File: src/rtl/operand_fetch_stage_pkg.sv
`default_nettype none
// ============================================================================
// Module : operand_fetch_stage_pkg
// Brief  : Shared types for the operand fetch stage and its scoreboard.
// Rev    : 1.0  initial release
// ============================================================================
package operand_fetch_stage_pkg;

  localparam int XLEN      = 32;
  localparam int NUM_REGS  = 32;
  localparam int OF_CTRL_W = 16;  // storage width of the slot control field

  typedef logic [4:0] rv_reg_t;

  typedef struct packed {
    logic    writes_rd;
    rv_reg_t rd;
  } reg_write_control_t;

  // One held instruction. CTRL_W of the stage must not exceed OF_CTRL_W.
  typedef struct packed {
    logic [XLEN-1:0]      pc;
    rv_reg_t              rs1;
    rv_reg_t              rs2;
    rv_reg_t              rd;
    logic                 writes_rd;
    logic [XLEN-1:0]      imm;
    logic [OF_CTRL_W-1:0] ctrl;
  } of_slot_t;

  typedef enum logic [0:0] {
    SLOT_EMPTY = 1'b0,
    SLOT_FULL  = 1'b1
  } slot_state_t;

  // x0 is hardwired zero: never a real source or destination.
  function automatic logic is_x0(input rv_reg_t r);
    return (r == '0);
  endfunction

endpackage
`default_nettype wire

File: src/rtl/operand_fetch_stage_reg_scoreboard.sv
`default_nettype none
// ============================================================================
// Module : reg_scoreboard
// Brief  : Per-register count of in-flight writers with two hazard lookups
//          and a saturation flag for the issuing instruction's rd.
// Rev    : 1.0  initial release
// ============================================================================
module reg_scoreboard
  import operand_fetch_stage_pkg::*;
#(
  parameter int COUNT_W = 2
) (
  input  logic    clk,
  input  logic    rst,
  input  logic    inc,
  input  rv_reg_t inc_rd,
  input  logic    dec,
  input  rv_reg_t dec_rd,
  input  rv_reg_t look1_rd,
  input  rv_reg_t look2_rd,
  input  logic    sat_en,
  input  rv_reg_t sat_rd,
  output logic    busy1,
  output logic    busy2,
  output logic    sat
);

  localparam logic [COUNT_W-1:0] CNT_MAX = {COUNT_W{1'b1}};

  logic [COUNT_W-1:0] cnt [NUM_REGS];

  // Counter update; x0 is never tracked and a same-register inc/dec cancels.
  always_ff @(posedge clk or posedge rst) begin
    if (rst) begin
      for (int i = 0; i < NUM_REGS; i++) cnt[i] <= '0;
    end else begin
      for (int i = 1; i < NUM_REGS; i++) begin
        if (inc && (inc_rd == rv_reg_t'(i)) && !(dec && (dec_rd == rv_reg_t'(i)))) begin
          cnt[i] <= cnt[i] + 1'b1;
        end else if (dec && (dec_rd == rv_reg_t'(i)) && !(inc && (inc_rd == rv_reg_t'(i)))
                     && (cnt[i] != '0)) begin
          cnt[i] <= cnt[i] - 1'b1;
        end
      end
    end
  end

  // Lookups: a source is busy while any older writer to it is in flight.
  always_comb begin
    busy1 = !is_x0(look1_rd) && (cnt[look1_rd] != '0);
    busy2 = !is_x0(look2_rd) && (cnt[look2_rd] != '0);
    sat   = sat_en && !is_x0(sat_rd) && (cnt[sat_rd] == CNT_MAX);
  end

  // A release must always match an outstanding writer.
  a_release_underflow: assert property (@(posedge clk) disable iff (rst)
    !(dec && !is_x0(dec_rd) && (cnt[dec_rd] == '0) && !(inc && (inc_rd == dec_rd))));

endmodule
`default_nettype wire

File: src/rtl/operand_fetch_stage.sv
`default_nettype none
// ============================================================================
// Module : operand_fetch_stage
// Brief  : Single-slot decode->execute stage. Reads operands from the
//          register file every cycle and stalls on RAW hazards tracked by a
//          pending-write scoreboard. No forwarding.
// Rev    : 1.0  initial release
// ============================================================================
module operand_fetch_stage
  import operand_fetch_stage_pkg::*;
#(
  parameter int CTRL_W     = OF_CTRL_W,
  parameter int SB_COUNT_W = 2
) (
  input  logic              clock,
  input  logic              reset,
  input  logic              flush,
  input  logic              in_valid,
  output logic              in_ready,
  input  logic [XLEN-1:0]   in_pc,
  input  rv_reg_t           in_rs1,
  input  rv_reg_t           in_rs2,
  input  rv_reg_t           in_rd,
  input  logic              in_writes_rd,
  input  logic [XLEN-1:0]   in_imm,
  input  logic [CTRL_W-1:0] in_ctrl,
  output rv_reg_t           rf_rs1,
  output rv_reg_t           rf_rs2,
  input  logic [XLEN-1:0]   rf_rs1_val,
  input  logic [XLEN-1:0]   rf_rs2_val,
  input  logic              release_valid,
  input  rv_reg_t           release_rd,
  output logic              out_valid,
  input  logic              out_ready,
  output logic [XLEN-1:0]   out_pc,
  output logic [XLEN-1:0]   out_imm,
  output rv_reg_t           out_rd,
  output logic              out_writes_rd,
  output logic [CTRL_W-1:0] out_ctrl,
  output logic [XLEN-1:0]   out_rs1_val,
  output logic [XLEN-1:0]   out_rs2_val
);

  slot_state_t state_q, state_d;
  of_slot_t    slot_q;
  logic        accept;
  logic        out_fire;
  logic        hazard;
  logic        busy1, busy2, sat;
  logic        sb_inc, sb_dec;

  // Slot state register; reset discards the held instruction at once.
  always_ff @(posedge clock or posedge reset) begin
    if (reset) state_q <= SLOT_EMPTY;
    else       state_q <= state_d;
  end

  // Handshake and next-state: flush wins, then accept, then drain.
  always_comb begin
    state_d   = state_q;
    hazard    = busy1 || busy2;
    out_valid = (state_q == SLOT_FULL) && !hazard && !sat && !flush;
    out_fire  = out_valid && out_ready;
    in_ready  = !reset && !flush && ((state_q == SLOT_EMPTY) || out_fire);
    accept    = in_valid && in_ready;
    if (flush)         state_d = SLOT_EMPTY;
    else if (accept)   state_d = SLOT_FULL;
    else if (out_fire) state_d = SLOT_EMPTY;
  end

  // Instruction fields captured on accept.
  always_ff @(posedge clock or posedge reset) begin
    if (reset) begin
      slot_q <= '0;
    end else if (accept) begin
      slot_q.pc        <= in_pc;
      slot_q.rs1       <= in_rs1;
      slot_q.rs2       <= in_rs2;
      slot_q.rd        <= in_rd;
      slot_q.writes_rd <= in_writes_rd;
      slot_q.imm       <= in_imm;
      slot_q.ctrl      <= OF_CTRL_W'(in_ctrl);
    end
  end

  // Register file addressing: the incoming instruction on accept, otherwise
  // the held one so that writes landing during a stall are picked up.
  always_comb begin
    rf_rs1 = accept ? in_rs1 : slot_q.rs1;
    rf_rs2 = accept ? in_rs2 : slot_q.rs2;
  end

  // Output fields; x0 sources read as zero whatever the register file returns.
  always_comb begin
    out_pc        = slot_q.pc;
    out_imm       = slot_q.imm;
    out_rd        = slot_q.rd;
    out_writes_rd = slot_q.writes_rd;
    out_ctrl      = CTRL_W'(slot_q.ctrl);
    out_rs1_val   = is_x0(slot_q.rs1) ? '0 : rf_rs1_val;
    out_rs2_val   = is_x0(slot_q.rs2) ? '0 : rf_rs2_val;
  end

  // Scoreboard events: issue of a real writer, and release from downstream.
  always_comb begin
    sb_inc = out_fire && slot_q.writes_rd && !is_x0(slot_q.rd);
    sb_dec = release_valid && !is_x0(release_rd);
  end

  reg_scoreboard #(
    .COUNT_W (SB_COUNT_W)
  ) u_scoreboard (
    .clk      (clock),
    .rst      (reset),
    .inc      (sb_inc),
    .inc_rd   (slot_q.rd),
    .dec      (sb_dec),
    .dec_rd   (release_rd),
    .look1_rd (slot_q.rs1),
    .look2_rd (slot_q.rs2),
    .sat_en   (slot_q.writes_rd),
    .sat_rd   (slot_q.rd),
    .busy1    (busy1),
    .busy2    (busy2),
    .sat      (sat)
  );

endmodule
`default_nettype wire
File: config.mk
export PLATFORM = sky130hd
export DESIGN_NAME = operand_fetch_stage
export DESIGN_NICKNAME = d
export VERILOG_FILES = /design/src/rtl/operand_fetch_stage_pkg.sv /design/src/rtl/operand_fetch_stage_reg_scoreboard.sv /design/src/rtl/operand_fetch_stage.sv
export SDC_FILE = /design/constraint.sdc
export NUM_CORES = 1
export LEC_CHECK = 0
export ABC_CLOCK_PERIOD_IN_PS = 9500
export CAP_MARGIN = 20
export CORE_ASPECT_RATIO = 1.5
export CORE_UTILIZATION = 25
export DETAILED_ROUTE_END_ITERATION = 8
export GPL_TIMING_DRIVEN = 0
export HOLD_SLACK_MARGIN = 0.05
export MAX_ROUTING_LAYER = met4
export PLACE_DENSITY = 0.47
export SLEW_MARGIN = 20
export SYNTH_ARGS = -nofsm -noshare
export SYNTH_HDL_FRONTEND = slang
export SYNTH_SLANG_ARGS = --single-unit
File: constraint.sdc
create_clock -name clock -period 9.5 [get_ports clock]
set_input_delay 1.9 -clock clock [delete_from_list [all_inputs] [get_ports clock]]
set_output_delay 1.9 -clock clock [all_outputs]
set_load 0.1 [all_outputs]
==> results.cfg, run 1 <==
[setup_path]
end_kind = output pin
cpPeakStageDelay_ns = 1.21
worst_path_max_delay_cell = clkdlybuf4s50_1
required_ns = 7.60
cp_cell_sequence = clkdlybuf4s50_1 > nor2b_1 > o311ai_0 > nor3_2 > o211ai_1 > a311oi_4 > a41oi_2 > buf_6 > buf_6 > mux2_4 > clkdlybuf4s50_1
path_delay_family = buffers and inverters
r2r-end = slot_q[58]
worst-path-buf-inv = 4
start_kind = input pin
crit_arrival_ns = 6.09
worstSetupPathType = in -> out
r2r_start = out_rd[1]
r2r_cells = 10
rrSetupSlack_ns = 5.61
worst-path-max-fanout = 10

[hold_path]
hold_path_class = reg -> reg
holdPathStages = 1
hp-start = out_imm[22]
min_to = out_imm[22]

[run]
drv_cap = 0

[global_route]
grt_usage = 0.1916
grt_pass1_vias = 9212
grt_pass1_wl_um = 55790
antenna_found_initial = 0
grt_max_degree = 85
grt_overflow = 0

[timing]
max_freq_mhz = 125.2
setup_violations = 0
slew_headroom = 0.2529
rsz0062_at_grt = false
drv_slew = 0
timing.final.crit_share = 0.8410
period_needed_ns = 7.990
fin_tns_setup_ns = 0
finalHoldViolCount = 0
clock_skew_ns = 0.01454
tightest_slew_ns = 1.117

[clocking]
clk_pin_slew_worst_paths_ns = 0.07
cts_resized = 0
postCtsSetupRepairBufs = 0
numClockSinks = 159
htree_num_levels = 4
cts_tree = built
cts-root-buf = clkbuf_16
ctsHoldBuffers = 0
clk_latency_ns = 0.46
cts_buffers = 17
clockBufferDepth = 2

[floorplan]
start_util = 0.2540
die_x_um = 165.4
die-area_mm2 = 0.04087
core_mm2 = 0.03942
row_count = 89
dieHeight_um = 247.1
io_pins = 333

[drt]
num_vias = 8985
dr.pass1.iters = 7
ant_nets = 0
drt-initial-drc-count = 474
vias_per_cell = 4.836
routedWlPerCell_um = 20.42
drc = 23
routed_wl_um = 37930

[logic_synthesis]
synth_cell_types = 60
synth_top_family_by_area = simple AND/OR/NAND/NOR gates
synth_mux_area_frac = 0.1696
synth_compound_area_frac = 0.1273
synth_edf_count = 0
synth_flop_cell = dfrtp_1
synth_top_area_frac = 0.3974
synthXorXnorAreaFrac = 0.004374
synthArstFlopShare = 1.000
seq_area_frac_synth = 0.3974
netlist_instances = 996
ys_top_cells_by_area = dfrtp_1 40%, buf_4 6.7%, mux2_2 6.4%
synth_nets = 1167
synthAdderAreaFrac = 0
synth_warnings = 2
synth.avg_cell_area_um2 = 10.05
synth_most_common_cell = dfrtp_1
ys_ff_latch = 159
synthTopCellsByCount = 159 x dfrtp_1, 89 x buf_4, 88 x nor2_1
syn_area_mm2 = 0.01001
synth-simple-area-share = 0.2027
synth_area_leader_cell = dfrtp_1

[finish]
antennaDiodeCount = 0
fin_area_mm2 = 0.01456
nets = 1516
area_growth_pct = 45.45
final_core_util = 0.3694
instances_no_fill = 1858
nFillCells = 3998
drive_above_1_share = 0.2047

[run_status]
status = finished with violations
violations = design-rule violations

[place]
dpl.cell_count = 1826
placed_cell_area_mm2 = 0.01397
dp_hpwl_um = 29940
place_congestion = 0.8947
io_buffers = 329

[power_and_ir_drop]
swShare = 0.5019
power_leakage_uw = 0.006041
power_frac_seq = 0.259
power_uw = 3526
ir_drop_uv = 135.6
p_sw_uw = 1770
p_clk_frac = 0.200
p_per_area_mw_per_mm2 = 242.2
internal_power_uw = 1757
pwr-share-comb = 0.541
==> logic make-up after synthesis <==
kind of cell,count (synthesis)
multiplexers,120
AND/OR/NAND/NOR,381
buffers and inverters,157
XOR/XNOR,5
flip-flops,159
AO/OA/AOI/OAI,174
==> how the worst max path moves through the flow <==
stage | endpoint | depth (start not counted) | startpoint | slack (ns)
after global placement | rf_rs2[4] | 9 | reset | -2.77
after CTS | rf_rs2[4] | 11 | flush | 1.43
after global routing | rf_rs2[4] | 11 | flush | 1.38
after detailed placement | rf_rs2[4] | 11 | flush | 1.46
after floorplan | rf_rs1[0] | 6 | reset | 0.90
final | rf_rs2[4] | 11 | flush | 1.51
==> stage by stage <==
step / hold WS [ns] / worst slack, ns
floorplan: 0.4806 / 0.8952
global placement: 0.4889 / -2.765
detailed placement: 0.4932 / 1.461
CTS: 0.5098 / 1.430
global route: 0.5288 / 1.381
finish: 0.5075 / 1.510
==> per-layer routing <==
metal / wire length [um] / global-route usage
met5: 0 / -
met4: 1534 / 0.09305
met3: 1487 / 0.02466
met2: 20060 / 0.3289
met1: 14850 / 0.2176
==> registers in the layout (all words and copies together) (netlist names) <==
signal,flops
out_imm,32
out_rd,5
out_pc,32
out_ctrl,16
state_q,1
u_scoreboard.cnt,62
slot_q,10
out_writes_rd,1
==> layout by cell type (no fill, tap or decap), drive strengths merged, types with 11 or more instances in the layout <==
cell type      Yosys  routed
a211oi            16      16
a21oi             23      23
buf              115     116
clkbuf            23      41
clkdlybuf4s50      0     329
dfrtp            159     159
inv               19      27
mux2              97      97
mux4              18      18
nand2             57      57
nand3             15      15
nor2              88      88
nor2b             84      84
nor3              44      44
nor3b             11      11
nor4              32      32
o21ai             36      36
o22a              11      11
o31a              22      22
==> power by group through the flow <==
stage / Sequential (uW) / Combinational [uW] / Clock, uW
global placement: 921 / 1910 / 0
CTS: 911 / 1920 / 734
global route: 929 / 1980 / 759
floorplan: 883 / 1450 / 0
detailed placement: 922 / 1910 / 0
finish: 912 / 1910 / 707
==> worst register-to-register path, delay by kind of cell, from the launching register on <==
family | cells | cell delay (ns)
simple gates | 1 | 0.08
flops | 1 | 0.49
buf+inv | 4 | 1.33
compound gates | 3 | 1.17
mux | 2 | 0.71
==> area by class of cell <==
class	count	area [um^2]	share of cell area
multi-input combinational	680	5059	0.3474
sequential	159	3979	0.2732
timing repair buffer	330	3321	0.2280
buffer	138	915.9	0.06289
tap	500	625.6	0.04296
clock buffer	18	439.2	0.03016
clock inverter	14	145.1	0.009966
inverter	19	78.83	0.005413
No activity file was read; power rests on OpenSTA's default activity.
==> run 2: changes to the inputs <==
ABC_CLOCK_PERIOD_IN_PS = 8000   (was 9500)
clock period = 8 ns   (was 9.5 ns; I/O delays follow)
==> results.cfg, run 2 (synthesized netlist as in run 1, its figures left out) <==
[clocking]
cts_tree = built
postCtsSetupRepairBufs = 0
clockBufferDepth = 2
cts_buffers = 17
htree_num_levels = 4
cts_resized = 0
ctsHoldBuffers = 0
cts-root-buf = clkbuf_16
clk_pin_slew_worst_paths_ns = 0.07
clk_latency_ns = 0.45
numClockSinks = 159

[setup_path]
rrSetupSlack_ns = 4.16
cp_cell_sequence = clkdlybuf4s50_1 > nor2b_1 > o311ai_0 > nor3_2 > o211ai_1 > a311oi_4 > a41oi_2 > buf_6 > buf_6 > mux2_4 > clkdlybuf4s50_1
worstSetupPathType = in -> out
required_ns = 6.40
path_delay_family = buffers and inverters
worst_path_max_delay_cell = clkdlybuf4s50_1
end_kind = output pin
crit_arrival_ns = 5.82
worst-path-buf-inv = 4
cpPeakStageDelay_ns = 1.22
start_kind = input pin
worst-path-max-fanout = 10

[floorplan]
die_x_um = 165.4
io_pins = 333
row_count = 89
die-area_mm2 = 0.04087
start_util = 0.2540
dieHeight_um = 247.1
core_mm2 = 0.03942

[place]
place_congestion = 0.8739
placed_cell_area_mm2 = 0.01404
dp_hpwl_um = 29570
io_buffers = 329

[drt]
ant_nets = 0
num_vias = 8907
drc = 22
dr.pass1.iters = 6
vias_per_cell = 4.784
routedWlPerCell_um = 19.92
routed_wl_um = 37080
drt-initial-drc-count = 315

[power_and_ir_drop]
power_uw = 4206
p_per_area_mw_per_mm2 = 287.2
ir_drop_uv = 199.1
power_leakage_uw = 0.006078

[timing]
slew_headroom = 0.2194
tightest_slew_ns = 1.167
period_needed_ns = 7.419
rsz0062_at_grt = false
finalHoldViolCount = 0
drv_slew = 0
hold-worst-slack_ns = 0.5095
clock_skew_ns = 0.01270
fin_tns_setup_ns = 0
timing.final.crit_share = 0.9274
setup_violations = 0
max_freq_mhz = 134.8

[global_route]
grt_usage = 0.1883
antenna_found_initial = 0
grt_pass1_wl_um = 55300
grt_pass1_vias = 9272
grt_overflow = 0
grt_max_degree = 31

[finish]
fin_area_mm2 = 0.01464
antennaDiodeCount = 0
multi_input_area_mm2 = 0.005059
area_growth_pct = 46.25
final-seq-area_mm2 = 0.003979
largest_reg_flops = 62
nFillCells = 4068
nets = 1520
final_cell_mix = 329 x clkdlybuf4s50_1, 159 x dfrtp_1, 89 x buf_4
final_common_cell = clkdlybuf4s50_1
drive_above_1_share = 0.2063
top_register = u_scoreboard.cnt

[run_status]
status = finished with violations
violations = design-rule violations

[run]
drv_cap = 0

[hold_path]
hold_path_class = reg -> reg
[run 2: changes by cell type in the layout (fill, tap and decap cells not counted)]
cell	previous run	this run
inv_6	6	4
clkinv_2	0	1
buf_16	1	0
buf_12	0	5
clkbuf_1	23	24
clkinv_4	2	3
bufinv_16	1	2
inv_8	3	1
[run 2: where the power goes]
part / leakage, uW / switching (uW) / internal (uW)
combinational: 0.00383 / 1570 / 698
clock: 0.000287 / 384 / 475
sequential: 0.00196 / 141 / 943
[run 2: path summary, 6_finish.rpt]
path | startpoint | end | cells after the start
setup / recovery | flush | rf_rs2[4] | 11
min in group asynchronous | reset | out_ctrl[14] | 2
hold reg to reg | out_pc[4] | out_pc[4] | 1
max in group asynchronous | reset | out_pc[11] | 4
setup reg to reg | out_rd[1] | slot_q[63] | 10
hold / removal | out_pc[4] | out_pc[4] | 1
[run 2: stage by stage]
| step | std cells | worst slack (ns) | utilization |
|---|---|---|---|
| after floorplan | 996 | 0.7915 | - |
| after global placement | 1825 | -2.173 | 0.3535 |
| after detailed placement | 1830 | 0.4855 | 0.3562 |
| after CTS | 1862 | 0.4741 | 0.3713 |
| after global routing | 1862 | 0.3654 | 0.3715 |
| final | 1862 | 0.5811 | 0.3715 |
[run 2: layer usage]
metal  share of wire  wire length (um)  global-route usage  vias up
li1                -                 -                   -     4208
met3           0.037              1360             0.02818       77
met5               0                 0                   -        -
met1            0.38             14090              0.2021     4346
met2            0.54             20000              0.3329      276
met4           0.044              1632             0.09439        0
[run 2: area by class of cell]
| class | instances | area share |
|---|---|---|
| timing repair buffer | 334 | 0.2317 |
| clock buffer | 19 | 0.03025 |
| sequential | 159 | 0.2717 |
| clock inverter | 13 | 0.01042 |
| buffer | 138 | 0.06255 |
| tap | 500 | 0.04272 |
| inverter | 19 | 0.005127 |
| multi-input combinational | 680 | 0.3455 |
